==> src/rtl/gpu_pkg.sv <==
// Shared parameters and types for the CPU-side VRAM port arbiter and its
// rectangle-fill engine.
package gpu_pkg;

   localparam int H_RES  = 200;
   localparam int V_RES  = 150;
   localparam int DATA_W = 12;
   localparam int ADDR_W = 16;

   localparam logic [7:0] H_MAX = 8'(H_RES - 1);
   localparam logic [7:0] V_MAX = 8'(V_RES - 1);

   typedef enum logic [1:0] {
      IDLE,
      RUN,
      DONE
   } fill_state_t;

   typedef enum logic {
      CPU,
      FILL
   } requester_t;

   function automatic logic [7:0] clampCoord(input logic [7:0] coord, input logic [7:0] maxVal);
      return (coord > maxVal) ? maxVal : coord;
   endfunction

endpackage

==> src/rtl/vram_port_arbiter_if.sv <==
// CPU MMIO request/response bus into the VRAM port arbiter.
interface vram_port_arbiter_if;
   import gpu_pkg::*;

   logic              req;
   logic              we;
   logic [ADDR_W-1:0] addr;
   logic [DATA_W-1:0] wdata;
   logic              ack;
   logic [DATA_W-1:0] rdata;
   logic              rvalid;

   modport master (output req, we, addr, wdata, input  ack, rdata, rvalid);
   modport slave  (input  req, we, addr, wdata, output ack, rdata, rvalid);

endinterface

==> src/rtl/rect_fill_seq.sv <==
// Rectangle-fill sequencer: walks the clamped rectangle row by row and
// requests one pixel write per cycle, advancing only when granted.
module rect_fill_seq
   import gpu_pkg::*;
(
   input  logic              clk,
   input  logic              rst,
   input  logic              fill_start_i,
   input  logic [7:0]        fill_x0_i,
   input  logic [7:0]        fill_y0_i,
   input  logic [7:0]        fill_x1_i,
   input  logic [7:0]        fill_y1_i,
   input  logic [DATA_W-1:0] fill_color_i,
   input  logic              fill_gnt_i,
   output logic              fill_req_o,
   output logic [ADDR_W-1:0] fill_addr_o,
   output logic [DATA_W-1:0] fill_color_o,
   output logic              fill_busy_o,
   output logic              fill_done_o
);

   fill_state_t       r_state, w_stateNext;
   logic [7:0]        r_h, r_v, r_x0, r_x1, r_y1;
   logic [7:0]        w_hNext, w_vNext, w_x0Next, w_x1Next, w_y1Next;
   logic [DATA_W-1:0] r_color, w_colorNext;
   logic              r_busy, r_done;
   logic [7:0]        w_x1Clamp, w_y1Clamp;
   logic              w_empty;

   assign w_x1Clamp = clampCoord(fill_x1_i, H_MAX);
   assign w_y1Clamp = clampCoord(fill_y1_i, V_MAX);
   assign w_empty   = (fill_x0_i > w_x1Clamp) || (fill_y0_i > w_y1Clamp) ||
                      (fill_x0_i > H_MAX)     || (fill_y0_i > V_MAX);

   // Next-state and counter update; h wraps to x0 at the row end and the
   // grant on the bottom-right pixel ends the fill.
   always_comb begin
      w_stateNext = r_state;
      w_hNext     = r_h;
      w_vNext     = r_v;
      w_x0Next    = r_x0;
      w_x1Next    = r_x1;
      w_y1Next    = r_y1;
      w_colorNext = r_color;
      case (r_state)
         IDLE: begin
            if (fill_start_i) begin
               w_x0Next    = fill_x0_i;
               w_x1Next    = w_x1Clamp;
               w_y1Next    = w_y1Clamp;
               w_colorNext = fill_color_i;
               w_hNext     = fill_x0_i;
               w_vNext     = fill_y0_i;
               w_stateNext = w_empty ? DONE : RUN;
            end
         end
         RUN: begin
            if (fill_gnt_i) begin
               if (r_h == r_x1) begin
                  w_hNext = r_x0;
                  if (r_v == r_y1) begin
                     w_stateNext = DONE;
                  end else begin
                     w_vNext = r_v + 8'd1;
                  end
               end else begin
                  w_hNext = r_h + 8'd1;
               end
            end
         end
         DONE:    w_stateNext = IDLE;
         default: w_stateNext = IDLE;
      endcase
   end

   always_ff @(posedge clk) begin
      if (rst) begin
         r_state <= IDLE;
         r_h     <= '0;
         r_v     <= '0;
         r_x0    <= '0;
         r_x1    <= '0;
         r_y1    <= '0;
         r_color <= '0;
         r_busy  <= 1'b0;
         r_done  <= 1'b0;
      end else begin
         r_state <= w_stateNext;
         r_h     <= w_hNext;
         r_v     <= w_vNext;
         r_x0    <= w_x0Next;
         r_x1    <= w_x1Next;
         r_y1    <= w_y1Next;
         r_color <= w_colorNext;
         r_busy  <= (w_stateNext != IDLE);
         r_done  <= (r_state == DONE);
      end
   end

   assign fill_req_o   = (r_state == RUN);
   assign fill_addr_o  = {r_v, r_h};
   assign fill_color_o = r_color;
   assign fill_busy_o  = r_busy;
   assign fill_done_o  = r_done;

endmodule

==> src/rtl/vram_port_arbiter.sv <==
// Shares the GPU's CPU-side VRAM port between CPU MMIO and the fill engine,
// one registered access per cycle with round-robin arbitration.
module vram_port_arbiter
   import gpu_pkg::*;
(
   input  logic                 clk,
   input  logic                 rst,
   vram_port_arbiter_if.slave   cpu_bus,
   input  logic                 fill_start_i,
   input  logic [7:0]           fill_x0_i,
   input  logic [7:0]           fill_y0_i,
   input  logic [7:0]           fill_x1_i,
   input  logic [7:0]           fill_y1_i,
   input  logic [DATA_W-1:0]    fill_color_i,
   output logic                 fill_busy_o,
   output logic                 fill_done_o,
   output logic                 vram_we_o,
   output logic                 vram_re_o,
   output logic [ADDR_W-1:0]    vram_addr_o,
   output logic [DATA_W-1:0]    vram_wdata_o,
   input  logic [DATA_W-1:0]    vram_rdata_i
);

   logic              w_fillReq, w_fillGnt, w_cpuReq, w_grant;
   logic [ADDR_W-1:0] w_fillAddr;
   logic [DATA_W-1:0] w_fillColor;
   requester_t        w_winner, r_rrLast;
   logic              r_we, r_re, r_ack, r_rvalid;
   logic [ADDR_W-1:0] r_addr;
   logic [DATA_W-1:0] r_wdata;

   rect_fill_seq u_fill (
      .clk          (clk),
      .rst          (rst),
      .fill_start_i (fill_start_i),
      .fill_x0_i    (fill_x0_i),
      .fill_y0_i    (fill_y0_i),
      .fill_x1_i    (fill_x1_i),
      .fill_y1_i    (fill_y1_i),
      .fill_color_i (fill_color_i),
      .fill_gnt_i   (w_fillGnt),
      .fill_req_o   (w_fillReq),
      .fill_addr_o  (w_fillAddr),
      .fill_color_o (w_fillColor),
      .fill_busy_o  (fill_busy_o),
      .fill_done_o  (fill_done_o)
   );

   // The CPU still holds req during its ack cycle, so that cycle is masked.
   assign w_cpuReq = cpu_bus.req & ~r_ack;

   always_comb begin
      w_grant  = 1'b0;
      w_winner = CPU;
      if (w_cpuReq && w_fillReq) begin
         w_grant  = 1'b1;
         w_winner = (r_rrLast == CPU) ? FILL : CPU;
      end else if (w_cpuReq) begin
         w_grant  = 1'b1;
         w_winner = CPU;
      end else if (w_fillReq) begin
         w_grant  = 1'b1;
         w_winner = FILL;
      end
   end

   assign w_fillGnt = w_grant && (w_winner == FILL);

   always_ff @(posedge clk) begin
      if (rst) begin
         r_rrLast <= FILL;
         r_we     <= 1'b0;
         r_re     <= 1'b0;
         r_addr   <= '0;
         r_wdata  <= '0;
         r_ack    <= 1'b0;
         r_rvalid <= 1'b0;
      end else begin
         r_we     <= 1'b0;
         r_re     <= 1'b0;
         r_addr   <= '0;
         r_wdata  <= '0;
         r_ack    <= 1'b0;
         r_rvalid <= r_re;
         if (w_grant) begin
            r_rrLast <= w_winner;
            if (w_winner == CPU) begin
               r_we    <= cpu_bus.we;
               r_re    <= ~cpu_bus.we;
               r_addr  <= cpu_bus.addr;
               r_wdata <= cpu_bus.we ? cpu_bus.wdata : '0;
               r_ack   <= 1'b1;
            end else begin
               r_we    <= 1'b1;
               r_addr  <= w_fillAddr;
               r_wdata <= w_fillColor;
            end
         end
      end
   end

   assign vram_we_o      = r_we;
   assign vram_re_o      = r_re;
   assign vram_addr_o    = r_addr;
   assign vram_wdata_o   = r_wdata;
   assign cpu_bus.ack    = r_ack;
   assign cpu_bus.rvalid = r_rvalid;
   assign cpu_bus.rdata  = r_rvalid ? vram_rdata_i : '0;

endmodule

==> src/flat_wrapper.sv <==
// flat-port wrapper written by rule: the top's interface ports become plain ports
module vram_port_arbiter_flat import gpu_pkg::*;
  (clk, rst, fill_start_i, fill_x0_i, fill_y0_i, fill_x1_i, fill_y1_i, fill_color_i, fill_busy_o, fill_done_o, vram_we_o, vram_re_o, vram_addr_o, vram_wdata_o, vram_rdata_i, cpu_bus_req, cpu_bus_we, cpu_bus_addr, cpu_bus_wdata, cpu_bus_ack, cpu_bus_rdata, cpu_bus_rvalid);
  vram_port_arbiter_if cpu_bus_i ();
  input  logic clk;
  input  logic rst;
  input  logic fill_start_i;
  input  logic [7:0] fill_x0_i;
  input  logic [7:0] fill_y0_i;
  input  logic [7:0] fill_x1_i;
  input  logic [7:0] fill_y1_i;
  input  logic [DATA_W-1:0] fill_color_i;
  output logic fill_busy_o;
  output logic fill_done_o;
  output logic vram_we_o;
  output logic vram_re_o;
  output logic [ADDR_W-1:0] vram_addr_o;
  output logic [DATA_W-1:0] vram_wdata_o;
  input  logic [DATA_W-1:0] vram_rdata_i;
  input wire logic [$bits(cpu_bus_i.req)-1:0] cpu_bus_req;
  input wire logic [$bits(cpu_bus_i.we)-1:0] cpu_bus_we;
  input wire logic [$bits(cpu_bus_i.addr)-1:0] cpu_bus_addr;
  input wire logic [$bits(cpu_bus_i.wdata)-1:0] cpu_bus_wdata;
  output wire logic [$bits(cpu_bus_i.ack)-1:0] cpu_bus_ack;
  output wire logic [$bits(cpu_bus_i.rdata)-1:0] cpu_bus_rdata;
  output wire logic [$bits(cpu_bus_i.rvalid)-1:0] cpu_bus_rvalid;
  assign cpu_bus_i.req = cpu_bus_req;
  assign cpu_bus_i.we = cpu_bus_we;
  assign cpu_bus_i.addr = cpu_bus_addr;
  assign cpu_bus_i.wdata = cpu_bus_wdata;
  assign cpu_bus_ack = cpu_bus_i.ack;
  assign cpu_bus_rdata = cpu_bus_i.rdata;
  assign cpu_bus_rvalid = cpu_bus_i.rvalid;
  vram_port_arbiter u_core (.clk(clk), .rst(rst), .cpu_bus(cpu_bus_i), .fill_start_i(fill_start_i), .fill_x0_i(fill_x0_i), .fill_y0_i(fill_y0_i), .fill_x1_i(fill_x1_i), .fill_y1_i(fill_y1_i), .fill_color_i(fill_color_i), .fill_busy_o(fill_busy_o), .fill_done_o(fill_done_o), .vram_we_o(vram_we_o), .vram_re_o(vram_re_o), .vram_addr_o(vram_addr_o), .vram_wdata_o(vram_wdata_o), .vram_rdata_i(vram_rdata_i));
endmodule
==> config.mk <==
export PLATFORM = sky130hd
export DESIGN_NAME = vram_port_arbiter_flat
export DESIGN_NICKNAME = d
export VERILOG_FILES = /design/src/rtl/gpu_pkg.sv /design/src/rtl/vram_port_arbiter_if.sv /design/src/rtl/rect_fill_seq.sv /design/src/rtl/vram_port_arbiter.sv /design/src/flat_wrapper.sv
export SDC_FILE = /design/constraint.sdc
export NUM_CORES = 1
export LEC_CHECK = 0
export CAP_MARGIN = 20
export CORE_AREA = 3 3 94 96
export CTS_CLUSTER_DIAMETER = 120
export DETAILED_ROUTE_END_ITERATION = 8
export DIE_AREA = 0 0 97 99
export DONT_BUFFER_PORTS = 1
export PLACE_DENSITY = 0.68
export SLEW_MARGIN = 10
export SYNTH_ARGS = -nofsm -noshare
export SYNTH_HDL_FRONTEND = slang
export SYNTH_SLANG_ARGS = --single-unit
export TNS_END_PERCENT = 20
==> constraint.sdc <==
create_clock -name clk -period 5.7 [get_ports clk]
set_input_delay 1.14 -clock clk [delete_from_list [all_inputs] [get_ports clk]]
set_output_delay 1.14 -clock clk [all_outputs]
set_load 0.1 [all_outputs]
==> qor.csv, run 1 <==
metric,value,unit
post-synthesis sequential area ratio,40.9,%
RD Place Congestion,0.870,
H-tree depth,3,
CP Cell Sequence,clkbuf_16 > clkbuf_1 > and2_1,
first-pass GRT wire length,17800,um
Slew @ Worst Pin,1.04,ns
leakage,1.85,nW
Post-synth EDFFs,0,
CTS tree,built,
root buffer cell,clkbuf_8,
max-slew violations,0,
post-CTS sizing,0,
Synth Area in Adders,5.17,%
WS Path Type,reg2out,
Pwr Density,316,nW/um^2
post-synthesis mux area share,1.15,%
met2 usage,36.6,%
ANT nets after route,0,
Synth Flop Type,dfxtp_1,
GR Util met1,31.0,%
Max-slew headroom,30.9,%
Longest Clk Path Bufs,2,
CTS sink cnt,89,
post-synth top area share,40.9,%
clk_lat worst skew,0.36,ns
vias in the first global route,3509,
synthesized area per cell,7.83,um^2
cell accounting for the most synthesized area,dfxtp_1,
Post-CTS Repair Setup Buffers,0,
GRT overflow,0,
Hold Crit Start,u_core.u_fill.fill_color_o[0],
DR pass1 iterations,5,
CTS Hold Buffers Added,0,
synthesis warning total,0,
crit share post-route,54.8,%
Buf/Inv on CP,2,
required time worst endpoint,4.56,ns
final WL,11100,um
Diodes inserted,0,
Via Count,3797,
reg2reg start,u_core.cpu_bus.ack,
HPWL Detailed,8040,um
drt initial violations,200,
Layout Nets,644,
Area Overhead vs Synth,5.57,%
num rows,33,
I/O pin cnt,135,
Die Y,99,um
pin count of the biggest net entering global routing,51,
Worst Clk Skew,0.0149,ns
Worst Setup End Kind,output pin,
Startpoint Class,flip-flop,
M3 GR Usage,4.46,%
Setup Total Neg Slack,0,ns
grt peak-use layer,met2,
"Min Clock Period, post-route",3.12,ns
Fmax achieved,0.320,GHz
post-synthesis register bit count,89,
Peak VDD IR,0.122,mV
Synth area leaders,"dfxtp_1 (41%), nand2_1 (11%), a21oi_1 (8.8%)",
"Async S/R FF share, synth",0,%
Worst path max stage delay,0.76,ns
core area,8130,um^2
RSZ-0062 raised after global routing,no,
crit-path max FO,11,
simple-gate share of the synthesized area,24.9,%
port bufs,0,
drt drc,0,
FILL cells,763,
outcome,"complete, no violations",
Synth cell types,50,
Mapped Cells,557,
main combinational cell family by area after synthesis,simple AND/OR/NAND/NOR gates,
initial core utilization,53.6,%
max-cap violation count,0,
Synth Area in XOR/XNOR,4.59,%
"delay-heaviest family, CP",simple AND/OR/NAND/NOR gates,
top-count cell post-synth,nand2_1,
post-synth net total,664,
worst setup path startpoint,u_core.cpu_bus.rvalid,
antenna violations before repair,0,
cell with the largest stage delay on the worst path,and2_1,
WHS,0.453,ns
"Hold Vio Cnt, Final",0,
clock transition at the registers of the reported paths,0.10,ns
Synth top cells by count,"nand2_1 (124), dfxtp_1 (89), a21oi_1 (77)",
Die W,97,um
Final setup viols,0,
wire per inst,17.2,um
share of cells above drive strength 1,6.09,%
post-synthesis compound-gate area fraction,18.5,%
synthesized area,4360,um^2
Die ar.,9600,um^2
worst min path class,reg2reg,
Crit path arrival time,1.98,ns
total CTS buffers,9,
vias per cell,5.87,
GRT Util Overall,22.9,%
sequential cells by signal, summed over array words and instances (netlist names), 2 cells and up:
name	flops
u_core.u_fill.r_v	8
u_core.u_fill.fill_color_o	12
u_core.u_fill.r_x1	8
u_core.vram_wdata_o	12
u_core.u_fill.r_y1	8
u_core.u_fill.r_x0	8
u_core.vram_addr_o	16
u_core.u_fill.r_state	2
u_core.u_fill.r_h	8
report_power, final:
group	internal [mW]	switching [mW]	leakage [nW]
registers	0.667	0.133	0.731
logic	0.0893	0.141	1.03
clock network	0.172	0.254	0.0942
total	0.928	0.528	1.85
cell usage in the layout, fill, tap and decap left out, types with 10 or more instances in the layout:
cell	synthesis	layout
o21ai_0	21	20
xor2_1	11	11
xnor2_1	10	10
nand2_1	124	124
a21oi_1	77	76
dfxtp_1	89	89
nand3_1	27	27
nor2_1	30	30
and2_1	16	16
ha_1	18	18
through the flow:
step                power [mW]  utilization, %  area (um^2)  instances  setup WS [ns]
global route              1.52            56.6         4600        647           2.48
detailed placement        1.04            53.4         4340        626           2.46
finish                    1.46            56.6         4600        647           2.58
global placement          1.03            53.4         4340        626           2.56
floorplan                0.999               -         4360        557           2.57
CTS                       1.46            55.8         4540        642           2.18
worst reg2reg max path, stage by stage (launching register included):
cell,delay (ns)
dfxtp_1,1.02
nor2b_1,0.25
and3_1,0.27
or3_1,0.63
a211o_1,0.35
a221oi_2,0.21
path summary, 6_finish.rpt:
check,to,slack [ns],depth (start not counted)
max,cpu_bus_rdata[0],2.58,3
min,u_core.u_fill.fill_color_o[0],0.45,2
max reg2reg,u_core.u_fill.r_v[5],2.89,5
min reg2reg,u_core.u_fill.fill_color_o[0],0.45,2
logic make-up after synthesis:
kind of cell    Yosys count
flops                    89
compound gates          136
simple gates            240
mux                       5
buf+inv                  47
fa+ha+maj                18
xor+xnor                 22
cell type report:
type                            instances  area (um^2)  share of cell area (%)
Clock inverter                          7         73.8                    1.60
Inverter                                8         30.0                   0.653
Sequential cell                        89         1780                    38.7
Clock buffer                            9          124                    2.69
Tap cell                              105          131                    2.85
Timing Repair Buffer                    8         86.3                    1.88
Multi-Input combinational cell        421         2370                    51.6
layer usage:
layer	vias to the layer above	share of wire [%]
li1	1871	-
met1	1763	45
met2	157	46
met3	6	7.6
met4	0	0.79
met5	-	0
Power figures use the tool's default switching activity.
==> run 2: changes to the inputs <==
==> constraint.sdc (replaced) <==
create_clock -name clk -period 3.04 [get_ports clk]
set_input_delay 0.608 -clock clk [delete_from_list [all_inputs] [get_ports clk]]
set_output_delay 0.608 -clock clk [all_outputs]
set_load 0.1 [all_outputs]
==> run 2 against run 1 <==
Via count is 1.9% higher. First-iteration DRC count is 46% higher. Wire length is 0.68% higher. Register-to-register slack worse by 2.2 ns. Final cell count is 2.2% higher. Sequential power is 86% higher. Worst setup slack worse by 1.9 ns. Global-route usage is 0.48 points higher. Core utilization is 1.2 points higher. Critical path type is now reg2reg.
==> qor.csv, run 2 (synthesis gave the netlist of run 1 again) <==
metric,value,unit,change
Final Cell Area,4700,um^2,+2.2%
drt initial violations,292,,+46%
RD Place Congestion,0.835,,-4.0%
worst min path class,in2reg,,
final WL,11200,um,+0.68%
RSZ-0062 raised after global routing,no,,
"Min Clock Period, post-route",2.34,ns,
fin util,57.8,%,+1.2 points
root buffer cell,clkbuf_8,,
HPWL Detailed,8290,um,+3.2%
GRT overflow,0,,unchanged
Post-DP Area,4500,um^2,+3.7%
clock transition at the registers of the reported paths,0.10,ns,about the same
vias per cell,5.85,,-0.29%
Buf/Inv on CP,0,,-2
share of cells above drive strength 1,8.63,%,+2.5 points
vias in the first global route,3688,,+5.1%
Worst Setup End Kind,flip-flop,,
Peak VDD IR,0.288,mV,+140%
Pwr Density,583,nW/um^2,+84%
Worst Clk Skew,0.0135,ns,-0.00145 ns
Via Count,3868,,+1.9%
crit share post-route,76.9,%,
pin count of the biggest net entering global routing,51,,unchanged
dpl cells,645,,+3.0%
Area Overhead vs Synth,7.86,%,
Fmax achieved,0.427,GHz,
FF-to-FF path depth,4,,-1
number of flip-flops in the largest register,16,,unchanged
setup ws final,0.701,ns,-1.88 ns
Longest Clk Path Bufs,2,,unchanged
Max-slew headroom,34.4,%,+3.5 points
Die Y,99,um,unchanged
number of cells on the critical path,4,,+1
"delay-heaviest family, CP",simple AND/OR/NAND/NOR gates,,
I/O pin cnt,135,,unchanged
GRT Util Overall,23.3,%,+0.48 points
Setup WS pre-CTS,0.456,ns,-2.01 ns
required time worst endpoint,3.30,ns,-1.26 ns
wire per inst,16.9,um,-1.4%
cell with the largest stage delay on the worst path,or3_1,,
num rows,33,,unchanged
Crit path arrival time,2.60,ns,+0.62 ns
ANT nets after route,0,,unchanged
drt drc,0,,unchanged
hold depth,1,,-1
leakage,1.93,nW,+4.3%
"leading cell type in the layout, fill and taps excluded",nand2_1,,
WS Path Type,reg2reg,,
CTS sink cnt,89,,unchanged
post-CTS sizing,0,,unchanged
CTS tree,built,,
Post-CTS Repair Setup Buffers,0,,unchanged
CP Cell Sequence,nor2b_1 > nand2_1 > or3_1 > a31o_2,,
"Hold Vio Cnt, Final",0,,unchanged
Slew @ Worst Pin,0.982,ns,-0.0531 ns
H-tree depth,3,,unchanged
Layout Nets,658,,+2.2%
most used cells in the layout excluding fill and tap cells,"nand2_1 (124), dfxtp_1 (89), a21oi_1 (76)",,
Startpoint Class,flip-flop,,
outcome,"complete, no violations",,
Final setup viols,0,,unchanged
max-cap violation count,0,,unchanged
DR pass1 iterations,5,,unchanged
clk_lat worst skew,0.36,ns,about the same
core area,8130,um^2,unchanged
crit-path max FO,15,,+4
first-pass GRT wire length,18300,um,+3.2%
total CTS buffers,9,,unchanged
Die ar.,9600,um^2,unchanged
"Cell Count, Final, Fillers Out",661,,+2.2%
Die W,97,um,unchanged
antenna violations before repair,0,,unchanged
max-slew violations,0,,unchanged
Diodes inserted,0,,unchanged
Worst path max stage delay,0.55,ns,-0.21 ns
Setup Total Neg Slack,0,ns,unchanged
initial core utilization,53.6,%,unchanged
port bufs,0,,unchanged
CTS Hold Buffers Added,0,,unchanged
run 2: cell types whose count changed in the layout (fill, tap and decap cells not counted), sizes merged:
cell / change
buf: +16
clkbuf: -2
clkinv: +1
clkinvlp: -1
run 2: worst reg2reg max path, delay by kind of cell (launching register included):
family	cells	cell delay, ns
simple gates	3	1.52
flops	1	0.46
compound gates	1	0.26
run 2: worst paths after layout:
path | from | to | slack [ns]
worst max-delay path | u_core.u_fill.r_state[0] | u_core.u_fill.r_state[0] | 0.70
worst min-delay path | rst | u_core.u_fill.fill_color_o[4] | 0.30
worst max register to register | u_core.u_fill.r_state[0] | u_core.u_fill.r_state[0] | 0.70
worst min register to register | u_core.u_fill.r_x0[2] | u_core.u_fill.r_x0[2] | 0.45
run 2: area by class of cell:
type	instances	area, um^2
flip-flops and latches	89	1780
repair buffers	22	185
multi-input cells	421	2370
clock buffers	9	124
inverters	8	30.0
clock inverters	7	75.1
fillers	732	3430
well taps	105	131
run 2: report_power, final:
part	leakage (nW)	internal (mW)	total, mW	switching, mW
clock network	0.0981	0.324	0.800	0.476
registers	0.731	1.25	1.49	0.237
logic	1.10	0.177	0.456	0.278
run 2: through the flow:
stage          hold slack, ns  power (mW)
2_1_floorplan           0.432        1.87
3_3_place_gp            0.436        1.95
3_5_place_dp            0.438        1.97
4_1_cts                 0.284        2.77
5_1_grt                 0.283        2.88
6_report                0.298        2.74
run 2: metal layers:
metal  up-vias  GRT usage [%]  routed length [um]
li1       1905              -                   -
met1      1775           31.4                5050
met2       174           37.6                5060
met3        14           4.88                 920
met4         0           7.56                 164
met5         -              0                   0
==> run 3: changes to the inputs <==
--- a/config.mk
+++ b/config.mk
@@ -5,13 +5,14 @@
 export SDC_FILE = /design/constraint.sdc
 export NUM_CORES = 1
 export LEC_CHECK = 0
+export ABC_AREA = 1
 export CAP_MARGIN = 20
-export CORE_AREA = 3 3 94 96
+export CORE_AREA = 3 3 96 98
 export CTS_CLUSTER_DIAMETER = 120
 export DETAILED_ROUTE_END_ITERATION = 8
-export DIE_AREA = 0 0 97 99
+export DIE_AREA = 0 0 99 101
 export DONT_BUFFER_PORTS = 1
-export PLACE_DENSITY = 0.68
+export PLACE_DENSITY = 0.72
 export SLEW_MARGIN = 10
 export SYNTH_ARGS = -nofsm -noshare
 export SYNTH_HDL_FRONTEND = slang
==> constraint.sdc (replaced) <==
create_clock -name clk -period 2.1 [get_ports clk]
set_input_delay 0.42 -clock clk [delete_from_list [all_inputs] [get_ports clk]]
set_output_delay 0.42 -clock clk [all_outputs]
set_load 0.1 [all_outputs]
==> run 3 against run 2 <==
Hold slack got worse by 0.18 ns. Count of clock-buffer cells in the layout unchanged. Total power increased by 51%. Sequential power increased by 30%. Fmax increased by 29%. Design area increased by 12%. Clock skew decreased by 0.0010 ns. Area after synthesis increased by 6.2%. Register-to-register slack got worse by 0.41 ns. Critical path type unchanged. Highest routed layer unchanged.
==> qor.csv, run 3 <==
metric,value,unit,change
synthesized area,4630,um^2,+6.2%
Mapped Cells,673,,+21%
initial core utilization,54.1,%,+0.55 points
simple-gate share of the synthesized area,26.4,%,+1.5 points
Synth top cells by count,"nand2_1 (151), dfxtp_1 (89), inv_1 (80)",,
Synth Area in Adders,4.86,%,-0.30 points
Fmax achieved,0.553,GHz,+29%
required time worst endpoint,2.40,ns,-0.90 ns
antenna violations before repair,0,,unchanged
HPWL Detailed,9120,um,+10%
Synth area leaders,"dfxtp_1 (38%), nand2_1 (12%), a21oi_1 (6.5%)",,
GR Util met1,31.3,%,-0.076 points
Longest Clk Path Bufs,2,,unchanged
vias per cell,5.33,,-8.9%
grt peak-use layer,met2,,
main combinational cell family by area after synthesis,simple AND/OR/NAND/NOR gates,,
Slew @ Worst Pin,0.584,ns,-0.399 ns
top-count cell post-synth,nand2_1,,
RSZ-0062 raised after global routing,no,,
post-synth top area share,38.5,%,-2.4 points
post-synthesis register bit count,89,,unchanged
crit share post-route,86.2,%,+9.2 points
Worst Clk Skew,0.0124,ns,-0.00103 ns
H-tree depth,3,,unchanged
Area Overhead vs Synth,13.6,%,
core area,8550,um^2,+5.1%
Die Y,101,um,+2.0%
Pwr Density,787,nW/um^2,+35%
"Async S/R FF share, synth",0,%,unchanged
"Hold Vio Cnt, Final",0,,unchanged
post-synth net total,780,,+17%
post-synthesis compound-gate area fraction,15.7,%,-2.8 points
Peak VDD IR,0.446,mV,+55%
CTS tree,built,,
Post-synth EDFFs,0,,unchanged
Crit path arrival time,2.11,ns,-0.49 ns
final WL,12000,um,+7.1%
max-cap violation count,0,,unchanged
Tot Pwr,4.14,mW,+51%
max-slew violations,0,,unchanged
RD Place Congestion,0.864,,+3.5%
DR pass1 iterations,5,,unchanged
synthesis warning total,0,,unchanged
clock transition at the registers of the reported paths,0.09,ns,about the same
most used cells in the layout excluding fill and tap cells,"nand2_1 (151), dfxtp_1 (88), inv_1 (80)",,
Final setup viols,0,,unchanged
root buffer cell,clkbuf_8,,
total CTS buffers,9,,unchanged
share of cells above drive strength 1,13.4,%,+4.8 points
Die ar.,10000,um^2,+4.1%
CTS sink cnt,89,,unchanged
"leading cell type in the layout, fill and taps excluded",nand2_1,,
synthesized area per cell,6.88,um^2,-12%
vias in the first global route,4077,,+11%
Startpoint Class,flip-flop,,
WS Path Type,reg2reg,,
GRT overflow,0,,unchanged
wire per inst,14.5,um,-14%
worst min path class,in2reg,,
M3 GR Usage,5.74,%,+0.86 points
post-synthesis sequential area ratio,38.5,%,-2.4 points
Max-slew headroom,61.0,%,+27 points
"Min Clock Period, post-route",1.81,ns,-0.530 ns
Synth Area in XOR/XNOR,4.16,%,-0.43 points
Die W,99,um,+2.1%
pin count of the biggest net entering global routing,40,,-22%
I/O pin cnt,135,,unchanged
post-synthesis mux area share,0,%,-1.1 points
num rows,34,,+3.0%
drt initial violations,279,,-4.5%
Worst Setup End Kind,flip-flop,,
Layout Nets,818,,+24%
clk_lat worst skew,0.37,ns,about the same
leakage,2.60,nW,+35%
Setup Total Neg Slack,0,ns,unchanged
number of flip-flops in the largest register,16,,unchanged
cell accounting for the most synthesized area,dfxtp_1,,
Synth cell types,34,,-32%
Diodes inserted,0,,unchanged
Synth Flop Type,dfxtp_1,,
GRT Util Overall,23.8,%,+0.46 points
crit-path max FO,16,,+1
FILL cells,822,,+12%
met2 usage,39.8,%,+2.1 points
first-pass GRT wire length,19300,um,+5.2%
ANT nets after route,0,,unchanged
CTS Hold Buffers Added,0,,unchanged
port bufs,0,,unchanged
outcome,"complete, no violations",,
Via Count,4394,,+14%
drt drc,0,,unchanged
[run 3: cell count changes in the layout (fill, tap and decap cells not counted), sizes merged, moves of 13 or more]
cell,previous run,this run
nand3,27,43
nor2,30,79
o21ai,21,66
buf,22,58
a21oi,77,64
nand2,124,154
inv,11,88
and2,16,1
[run 3: path summary, 6_finish.rpt]
path                            cells past startpoint  slack, ns               endpoint                      from
worst min-delay path                                1       0.11   u_core.u_fill.r_v[0]                       rst
worst min register to register                      2       0.46  u_core.u_fill.r_x0[3]     u_core.u_fill.r_x0[3]
worst max-delay path                                8       0.29   u_core.u_fill.r_v[1]  u_core.u_fill.r_state[1]
worst max register to register                      8       0.29   u_core.u_fill.r_v[1]  u_core.u_fill.r_state[1]
[run 3: cell families after synthesis]
family | after synthesis
xor gates and xnor gates | 22
and+or+nand+nor | 291
buffers and inverters | 115
AOI/OAI and AO/OA | 138
adders and majority gates | 18
DFF | 89
[run 3: report_power, final]
group	leakage, nW	internal [mW]	switching [mW]	total, mW
clock	0.0955	0.463	0.700	1.16
sequential	0.734	1.82	0.108	1.93
combinational	1.77	0.322	0.722	1.04
total	2.60	2.61	1.53	4.14
[run 3: what timing repair did]
item,in CTS,in global routing
resized for setup,0,1
endpoints found under the setup margin,0,2
setup buffers,0,0
[run 3: worst max-delay path, cell delays in order (launching register included)]
cell     delay, ns
dfxtp_1       0.34
inv_1         0.09
nand2_2       0.07
inv_4         0.18
nand2_1       0.13
nand2_1       0.46
buf_4         0.26
nand3_1       0.09
a21oi_1       0.12
[run 3: per-stage QoR]
step	worst slack (ns)	hold WS, ns	instances	area (um^2)	util (%)
2_1_floorplan	0.0164	0.430	673	4630	-
3_3_place_gp	-0.0187	0.440	808	5060	59.2
3_5_place_dp	-0.124	0.445	808	5060	59.2
4_1_cts	0.253	0.102	824	5260	61.5
5_1_grt	0.0295	0.0908	824	5260	61.5
6_report	0.290	0.114	824	5260	61.5
[run 3: layer usage]
metal / routed length, um / part of all wire (%)
met2: 5470 / 46
met1: 5220 / 44
met5: 0 / 0
met3: 1180 / 9.8
met4: 123 / 1.0
[run 3: layout make-up]
| type | count | area [um^2] | area share [%] |
|---|---|---|---|
| clock inverter | 7 | 70.1 | 1.33 |
| sequential | 89 | 1780 | 33.9 |
| multi-input combinational | 469 | 2370 | 45.0 |
| clock buffer | 9 | 124 | 2.36 |
| timing repair buffer | 58 | 460 | 8.76 |
| tap | 108 | 135 | 2.57 |
| inverter | 84 | 318 | 6.04 |
